<file path="config.mk">
export PLATFORM = sky130hd
export DESIGN_NAME = stream_demux_flat
export DESIGN_NICKNAME = d
export VERILOG_FILES = /design/src/rtl/stream_demux_pkg.sv /design/src/rtl/stream_demux_if.sv /design/src/rtl/stream_buf2.sv /design/src/rtl/stream_demux.sv /design/src/flat_wrapper.sv
export SDC_FILE = /design/constraint.sdc
export NUM_CORES = 1
export LEC_CHECK = 0
export BUFFER_PORTS_ARGS = -buffer_cell sky130_fd_sc_hd__buf_2
export CAP_MARGIN = 40
export CORE_ASPECT_RATIO = 1.75
export CORE_MARGIN = 5
export CORE_UTILIZATION = 58
export CTS_CLUSTER_SIZE = 12
export DETAILED_ROUTE_END_ITERATION = 10
export GPL_TIMING_DRIVEN = 0
export PLACE_DENSITY = 0.95
export SYNTH_ARGS = -nofsm -noshare
export SYNTH_HDL_FRONTEND = slang
export SYNTH_HIERARCHICAL = 1
export SYNTH_SLANG_ARGS = --single-unit
export TNS_END_PERCENT = 50
</file>
<file path="constraint.sdc">
create_clock -name clk -period 4.6 [get_ports clk]
set_input_delay 0.92 -clock clk [delete_from_list [all_inputs] [get_ports clk]]
set_output_delay 0.92 -clock clk [all_outputs]
set_load 0.005 [all_outputs]
</file>
<file path="src/rtl/stream_demux_pkg.sv">
// Purpose : shared types for the 1:2 stream demultiplexer and its per-output buffers.
// Contents: buffer occupancy state encoding.
// Users   : stream_buf2, stream_demux.
package stream_demux_pkg;

   // Occupancy of a 2-entry output buffer.
   typedef enum logic [1:0] {
      ST_EMPTY = 2'd0,
      ST_ONE   = 2'd1,
      ST_FULL  = 2'd2
   } buf_state_t;

endpackage

</file>
<file path="src/rtl/stream_demux_if.sv">
// Purpose : bundles the input stream and both output streams of stream_demux.
// Modports: slave = the demux itself, master = the producer/consumers around it.
// Signals : in_* (producer side), a_*/b_* (consumer sides), valid/ready per stream.
interface stream_demux_if #(
   parameter int N = 4
) ();
   logic [N-1:0] in_data;
   logic         in_sel;
   logic         in_valid;
   logic         in_ready;
   logic [N-1:0] a_data;
   logic         a_valid;
   logic         a_ready;
   logic [N-1:0] b_data;
   logic         b_valid;
   logic         b_ready;

   modport slave (
      input  in_data, in_sel, in_valid, a_ready, b_ready,
      output in_ready, a_data, a_valid, b_data, b_valid
   );

   modport master (
      output in_data, in_sel, in_valid, a_ready, b_ready,
      input  in_ready, a_data, a_valid, b_data, b_valid
   );
endinterface

</file>
<file path="src/rtl/stream_buf2.sv">
// Purpose : 2-entry FIFO with registered head; push side sees only o_full, pop side valid/ready.
// Latency : a pushed beat reaches o_dat/o_vld one cycle later when it lands at the head.
// Backpr. : o_full is purely registered, so a same-cycle pop never frees a slot for a push.
// Ports   : clk, rst_n, i_push/i_push_dat/o_full (write), o_vld/i_pop_rdy/o_dat (read).
module stream_buf2
   import stream_demux_pkg::*;
#(
   parameter int N = 4
) (
   input  logic         clk,
   input  logic         rst_n,
   input  logic         i_push,
   input  logic [N-1:0] i_push_dat,
   output logic         o_full,
   input  logic         i_pop_rdy,
   output logic         o_vld,
   output logic [N-1:0] o_dat
);

   buf_state_t   r_state;
   logic [N-1:0] r_head;
   logic [N-1:0] r_tail;
   logic         w_pop;

   assign w_pop  = (r_state != ST_EMPTY) & i_pop_rdy;
   assign o_vld  = (r_state != ST_EMPTY);
   assign o_full = (r_state == ST_FULL);
   assign o_dat  = r_head;

   // The caller never pushes while full, so FULL only reacts to pops.
   always_ff @(posedge clk or negedge rst_n) begin
      if (!rst_n) begin
         r_state <= ST_EMPTY;
         r_head  <= '0;
         r_tail  <= '0;
      end else begin
         case (r_state)
            ST_EMPTY: begin
               if (i_push) begin
                  r_head  <= i_push_dat;
                  r_state <= ST_ONE;
               end
            end
            ST_ONE: begin
               if (i_push && w_pop) begin
                  // Head leaves and the new beat replaces it directly.
                  r_head <= i_push_dat;
               end else if (i_push) begin
                  r_tail  <= i_push_dat;
                  r_state <= ST_FULL;
               end else if (w_pop) begin
                  // Head register keeps its last value while empty.
                  r_state <= ST_EMPTY;
               end
            end
            ST_FULL: begin
               if (w_pop) begin
                  r_head  <= r_tail;
                  r_state <= ST_ONE;
               end
            end
            default: r_state <= ST_EMPTY;
         endcase
      end
   end

endmodule

</file>
<file path="src/rtl/stream_demux.sv">
// Purpose : routes each input beat to output a (sel=0) or b (sel=1), one 2-deep buffer per output.
// Latency : one cycle from acceptance to the output when the beat is at the head of its buffer.
// Backpr. : in_ready follows the selected buffer's registered full flag only; a stalled output
//           never blocks beats to the other one.
// Ports   : clk, rst_n, bus (stream_demux_if.slave), a_count/b_count (accepted beats, wrapping).
module stream_demux
   import stream_demux_pkg::*;
#(
   parameter int N     = 4,
   parameter int CNT_W = 8
) (
   input  logic             clk,
   input  logic             rst_n,
   stream_demux_if.slave    bus,
   output logic [CNT_W-1:0] a_count,
   output logic [CNT_W-1:0] b_count
);

   logic             w_full_a;
   logic             w_full_b;
   logic             w_acc;
   logic             w_push_a;
   logic             w_push_b;
   logic [CNT_W-1:0] r_a_count;
   logic [CNT_W-1:0] r_b_count;

   // No path from a_ready/b_ready here: only registered full flags gate the input.
   assign bus.in_ready = bus.in_sel ? ~w_full_b : ~w_full_a;
   assign w_acc        = bus.in_valid & bus.in_ready;
   assign w_push_a     = w_acc & ~bus.in_sel;
   assign w_push_b     = w_acc &  bus.in_sel;

   stream_buf2 #(.N(N)) u_buf_a (
      .clk        (clk),
      .rst_n      (rst_n),
      .i_push     (w_push_a),
      .i_push_dat (bus.in_data),
      .o_full     (w_full_a),
      .i_pop_rdy  (bus.a_ready),
      .o_vld      (bus.a_valid),
      .o_dat      (bus.a_data)
   );

   stream_buf2 #(.N(N)) u_buf_b (
      .clk        (clk),
      .rst_n      (rst_n),
      .i_push     (w_push_b),
      .i_push_dat (bus.in_data),
      .o_full     (w_full_b),
      .i_pop_rdy  (bus.b_ready),
      .o_vld      (bus.b_valid),
      .o_dat      (bus.b_data)
   );

   // Counters wrap naturally at 2^CNT_W.
   always_ff @(posedge clk or negedge rst_n) begin
      if (!rst_n) begin
         r_a_count <= '0;
         r_b_count <= '0;
      end else begin
         if (w_push_a) r_a_count <= r_a_count + CNT_W'(1);
         if (w_push_b) r_b_count <= r_b_count + CNT_W'(1);
      end
   end

   assign a_count = r_a_count;
   assign b_count = r_b_count;

endmodule

</file>
<file path="src/flat_wrapper.sv">
// flat-port wrapper written by rule: the top's interface ports become plain ports
module stream_demux_flat import stream_demux_pkg::*;
#(
   parameter int N     = 4,
   parameter int CNT_W = 8
)
  (clk, rst_n, a_count, b_count, bus_in_data, bus_in_sel, bus_in_valid, bus_a_ready, bus_b_ready, bus_in_ready, bus_a_data, bus_a_valid, bus_b_data, bus_b_valid);
  stream_demux_if #(.N(N)) bus_i ();
  input  logic clk;
  input  logic rst_n;
  output logic [CNT_W-1:0] a_count;
  output logic [CNT_W-1:0] b_count;
  input wire logic [$bits(bus_i.in_data)-1:0] bus_in_data;
  input wire logic [$bits(bus_i.in_sel)-1:0] bus_in_sel;
  input wire logic [$bits(bus_i.in_valid)-1:0] bus_in_valid;
  input wire logic [$bits(bus_i.a_ready)-1:0] bus_a_ready;
  input wire logic [$bits(bus_i.b_ready)-1:0] bus_b_ready;
  output wire logic [$bits(bus_i.in_ready)-1:0] bus_in_ready;
  output wire logic [$bits(bus_i.a_data)-1:0] bus_a_data;
  output wire logic [$bits(bus_i.a_valid)-1:0] bus_a_valid;
  output wire logic [$bits(bus_i.b_data)-1:0] bus_b_data;
  output wire logic [$bits(bus_i.b_valid)-1:0] bus_b_valid;
  assign bus_i.in_data = bus_in_data;
  assign bus_i.in_sel = bus_in_sel;
  assign bus_i.in_valid = bus_in_valid;
  assign bus_i.a_ready = bus_a_ready;
  assign bus_i.b_ready = bus_b_ready;
  assign bus_in_ready = bus_i.in_ready;
  assign bus_a_data = bus_i.a_data;
  assign bus_a_valid = bus_i.a_valid;
  assign bus_b_data = bus_i.b_data;
  assign bus_b_valid = bus_i.b_valid;
  stream_demux #(.N(N), .CNT_W(CNT_W)) u_core (.clk(clk), .rst_n(rst_n), .bus(bus_i), .a_count(a_count), .b_count(b_count));
endmodule
</file>
After elaboration in Yosys (flattened, before gate mapping). Cells that the tools add are included.

Register bits after elaboration: 36. Word-level logic and storage cells: 69.

Add/subtract/negate cells: 2. Eq/ne operators: 14. Muxes and demuxes: 21. Bitwise gates (word level): 10. Reduce and logical (&&, ||, !) cells: 14.

Operator list (number): $mux W4 (6); $pmux W4 S3 (2); $mux W2 (10); $add A8 B1 Y8 const B (2); $ne A2 B2 Y1 const B (8); $reduce_and A4 Y1 (4); $pmux W2 S3 (2); $ne A3 B3 Y1 const B (2); $reduce_and A3 Y1 (2); $reduce_bool A3 Y1 (2); $and A1 B1 Y1 (5); $not A1 Y1 (5); $eq A2 B1 Y1 const B (2); $eq A2 B2 Y1 const B (2); $logic_not A2 Y1 (2); $reduce_bool A2 Y1 (2); $logic_and A1 B1 Y1 (2); $mux W1 (1).

Longest topological paths before layout.
Depth after elaboration: 8. Gate-level depth with buffers: 7. Mapped depth without buffers: 6.

Modules after synthesis. The synthesis kept the hierarchy.

By module, submodules not included: stream_buf2 (times used 2, cells an instance 36, area each 530.5 um^2, sequential area each 250.2 um^2); stream_demux (times used 1, cells an instance 56, area each 715.7 um^2, sequential area each 400.4 um^2).

Least setup slack after synthesis. OpenSTA, ideal clock, no wires.

Kind: input port to flip-flop. Start point: input bus_in_valid. End point: register u_core.u_buf_a.r_tail[0]. Arrival time: 2.010 ns. Required time: 4.475 ns. Slack: 2.465 ns. Stages: 4. Cells stage by stage: nor3b_4 nor2b_1 and2_4 mux2_2.

Word-level cells in the longest chain between the ends: 5.

Ends and longest elaborated chain: start, declared (RTL line flat_wrapper.sv:15) `input wire logic [$bits(bus_i.in_valid)-1:0] bus_in_valid;`; $and A1 B1 Y1 * (RTL line stream_demux.sv:29) `assign w_acc = bus.in_valid & bus.in_ready;`; $and A1 B1 Y1 * (RTL line stream_demux.sv:30) `assign w_push_a = w_acc & ~bus.in_sel;`; $logic_and A1 B1 Y1 (RTL line stream_buf2.sv:45) `if (i_push && w_pop) begin`; $not A1 Y1 (no source line); $reduce_and A3 Y1 (no source line) *; end signal, assigned (RTL line stream_buf2.sv:49) `r_tail <= i_push_dat;`; end, declared (RTL line stream_buf2.sv:22) `logic [N-1:0] r_tail;`.

Mark *: on every way between the ends. The rest lies on a longest branch, timed or not. A chain may end at the register's enable or synchronous reset.

Final worst setup path.
Start point: input bus_in_sel. End point: output bus_in_ready.

Word-level cells in the longest chain between the ends: 1.

Ends and longest elaborated chain: start, declared (RTL line flat_wrapper.sv:14) `input wire logic [$bits(bus_i.in_sel)-1:0] bus_in_sel;`; $mux W1 (RTL line stream_demux.sv:28) `assign bus.in_ready = bus.in_sel ? ~w_full_b : ~w_full_a;`; end, declared (RTL line flat_wrapper.sv:18) `output wire logic [$bits(bus_i.in_ready)-1:0] bus_in_ready;`.

Every way passes these cells.

==> reports/qor.yml <==
outcome: "finished, final reports clean"
syn_nets: 140
crit_path_frequent_cell: "buf_2"
hold_path.class: "register to register"
firstDrtPassIters: 3
critical_path.top_delay_family: "buffers and inverters"
antenna_left: 0
cp.depth: 3
avgRoutedWirePerCell_microns: 16.9
grtUsageTotal_pct: 17.6
crit_path_max_incr_delay_ns: 0.21
io_pins: 37
setup_viol: 0
synth_edf_count: 0
nets: 183
ff2ff_path_depth: 6
crit_path_end_kind: "primary output"
crit_fanout: 4
synth_top_area_share_pct: 50.7
rsz0062_at_grt: "false"
synth.avg_cell_area_sq_um: 13.9
numPortBuffers: 36
p_sw_uw: 325
synth-main-ff-cell: "dfrtp_1"
ys_async_sr_fraction_pct: 100
busiest_layer: "met2"
grt_pass1_vias: 1191
grt_max_degree: 37
first_iter_violations: 11
hold_violations: 0
synth_top_family_by_area: "multiplexers"
clock_sinks: 36
combPwrFrac_pct: 29.4
die_height_microns: 83.2
h-tree-depth: 2
clock_path_buffers: 2
post-route-min-period_ns: 2.34
cp_cell_sequence: "buf_2 -> mux2i_1 -> buf_2"
cp.required_ns: 3.68
slew_headroom_pct: 47.3
gr-total-overflow: 0
diodes: 0
clkTransAtPathRegs_ns: 0.07
critPathLaunchType: "input pin"
synth_compound_area_share_pct: 3.66
synth_warnings: 6
intPower_uw: 714
clock_skew_ns: 0.00794
drcViolationCount: 0
tns_ns: 0
muxShareOfSynthArea_pct: 21.5
grtUsageMet3_pct: 4.84
ys_top_cells_by_count: "36 x dfrtp_1, 16 x mux2_4, 10 x mux2_2"
yosys.cell_types.count: 28
cts_setup_buffers: 0
synth_top_cell_by_area: "dfrtp_1"
maxCapViolCount: 0
path_class: "input pin to primary output"
finalMaxSlewViolations: 0
placementRows: 26
whs_path_depth: 1
crit_buf_inv: 2
grt.met1_usage_pct: 18.9
globalplace.congestion: 0.729
syn-instance-count: 128
power_density_nw_per_um2: 502
clock-root-buffer: "clkbuf_8"
die_x_microns: 51.8
cts_tree: "yes"
avgViaCountPerCell: 5.75
hold_buffers: 0
ys_seq_area_share_pct: 50.7
start_util_pct: 60.7
cp.arrival_ns: 1.42
grtUsageMet2_pct: 30.7
power_frac_seq_pct: 50.8
min_period_over_period_pct: 50.8
synth_most_common_cell: "dfrtp_1"
antenna_found_initial: 0
dp.final_hpwl_mm: 2.62
syn2layout_area_growth_pct: 16.5
routed_wl_mm: 3.35
final_core_util_pct: 70.7
clock_latency_ns: 0.29
ys_ff_latch: 36
drive_above_1_share_pct: 48.5
max_freq_ghz: 0.428
grt_pass1_wl_mm: 5.68
numCtsBuffers: 5
cp_slowest_cell: "mux2i_1"
dpl.cell_count: 192
dieArea_sq_um: 4310
swShare_pct: 31.3
instances_no_fill: 199
tightest_slew_ns: 0.790
synth-simple-area-share_pct: 14.3
vias: 1145
ctsResizeCount: 0
synth_xor_area_share_pct: 6.90
core-area_sq_um: 2930
leakage_nw: 0.999
pwr-share-clk_pct: 19.8
ir_worst_vdd_uv: 360
synth_area_sq_um: 1780
synth_area_leaders: "dfrtp_1 51%, mux2_4 14%, mux2_2 6.3%, xnor2_1 4.4%, xor2_1 2.5%"
synthAdderAreaFrac_pct: 1.41
## layer usage
metal / vias to the layer above / part of all wire [%]
li1: 539 / -
met1: 570 / 36
met2: 28 / 57
met3: 8 / 4.4
met4: 0 / 2.5
met5: - / 0
## registers in the layout (all words and copies together), names as in the netlist
name / flops
u_core/a_count: 8
u_core/b_count: 8
u_core/u_buf_b/r_tail: 4
u_core/u_buf_a/o_dat: 4
u_core/u_buf_a/r_state: 2
u_core/u_buf_b/r_state: 2
u_core/u_buf_a/r_tail: 4
u_core/u_buf_b/o_dat: 4
## path summary, 6_finish.rpt
kind                                                 from                        to  slack [ns]
max in group asynchronous                           rst_n         u_core/b_count[0]        3.38
worst max-delay path                           bus_in_sel              bus_in_ready        2.26
worst min-delay path                    u_core/b_count[7]         u_core/b_count[7]        0.46
min in group asynchronous                           rst_n         u_core/a_count[2]        0.71
worst min register to register          u_core/b_count[7]         u_core/b_count[7]        0.46
worst max register to register  u_core/u_buf_a/r_state[1]  u_core/u_buf_a/r_tail[1]        2.46
## placed cells by master (no fill, tap or decap), drive strengths merged, types with 2 or more instances in the layout
cell    count
a21oi       4
and2        2
and2b       2
and3        3
buf        38
clkbuf      6
dfrtp      36
ha          2
mux2       26
mux2i       3
nand2       3
nand2b      2
nand3       3
nand3b      3
nand4       5
nor2        3
nor2b       4
nor3        2
o21ai       2
o22ai       2
or2         2
xnor2       9
xor2        5
## logic make-up (layout without fill, tap and decap cells)
kind of cell | count (synthesis) | after routing
compound gates | 8 | 8
xor+xnor | 14 | 14
fa+ha+maj | 2 | 2
buf+inv | 3 | 46
flops | 36 | 36
mux | 29 | 29
simple gates | 36 | 36
## final cells by class
type	instances	area, sq um
Buffer	2	22.5
Clock buffer	6	72.6
Clock inverter	1	5.00
Fill cell	217	858
Inverter	1	3.75
Multi-Input combinational cell	89	850
Sequential cell	36	901
Tap cell	28	35.0
Timing Repair Buffer	36	180
## power by group through the flow
stage          registers [mW]  logic (mW)  clock network, mW
4_1_cts                 0.528       0.313              0.213
5_1_grt                 0.545       0.333              0.229
6_report                0.528       0.306              0.205
2_1_floorplan           0.522       0.179                  0
3_5_place_dp            0.533       0.311                  0
3_3_place_gp            0.519       0.292                  0
## metrics by stage
| stage | setup slack (ns) | cell area, sq um | hold WS [ns] | power [mW] |
|---|---|---|---|---|
| 3_5_place_dp | 2.13 | 1990 | 0.454 | 0.844 |
| 5_1_grt | 2.21 | 2070 | 0.481 | 1.11 |
| 6_report | 2.26 | 2070 | 0.459 | 1.04 |
| 2_1_floorplan | 2.47 | 1780 | 0.465 | 0.700 |
| 4_1_cts | 2.26 | 2070 | 0.465 | 1.05 |
| 3_3_place_gp | 2.23 | 1990 | 0.454 | 0.812 |
Note: power is estimated with default switching activity, not from simulation.
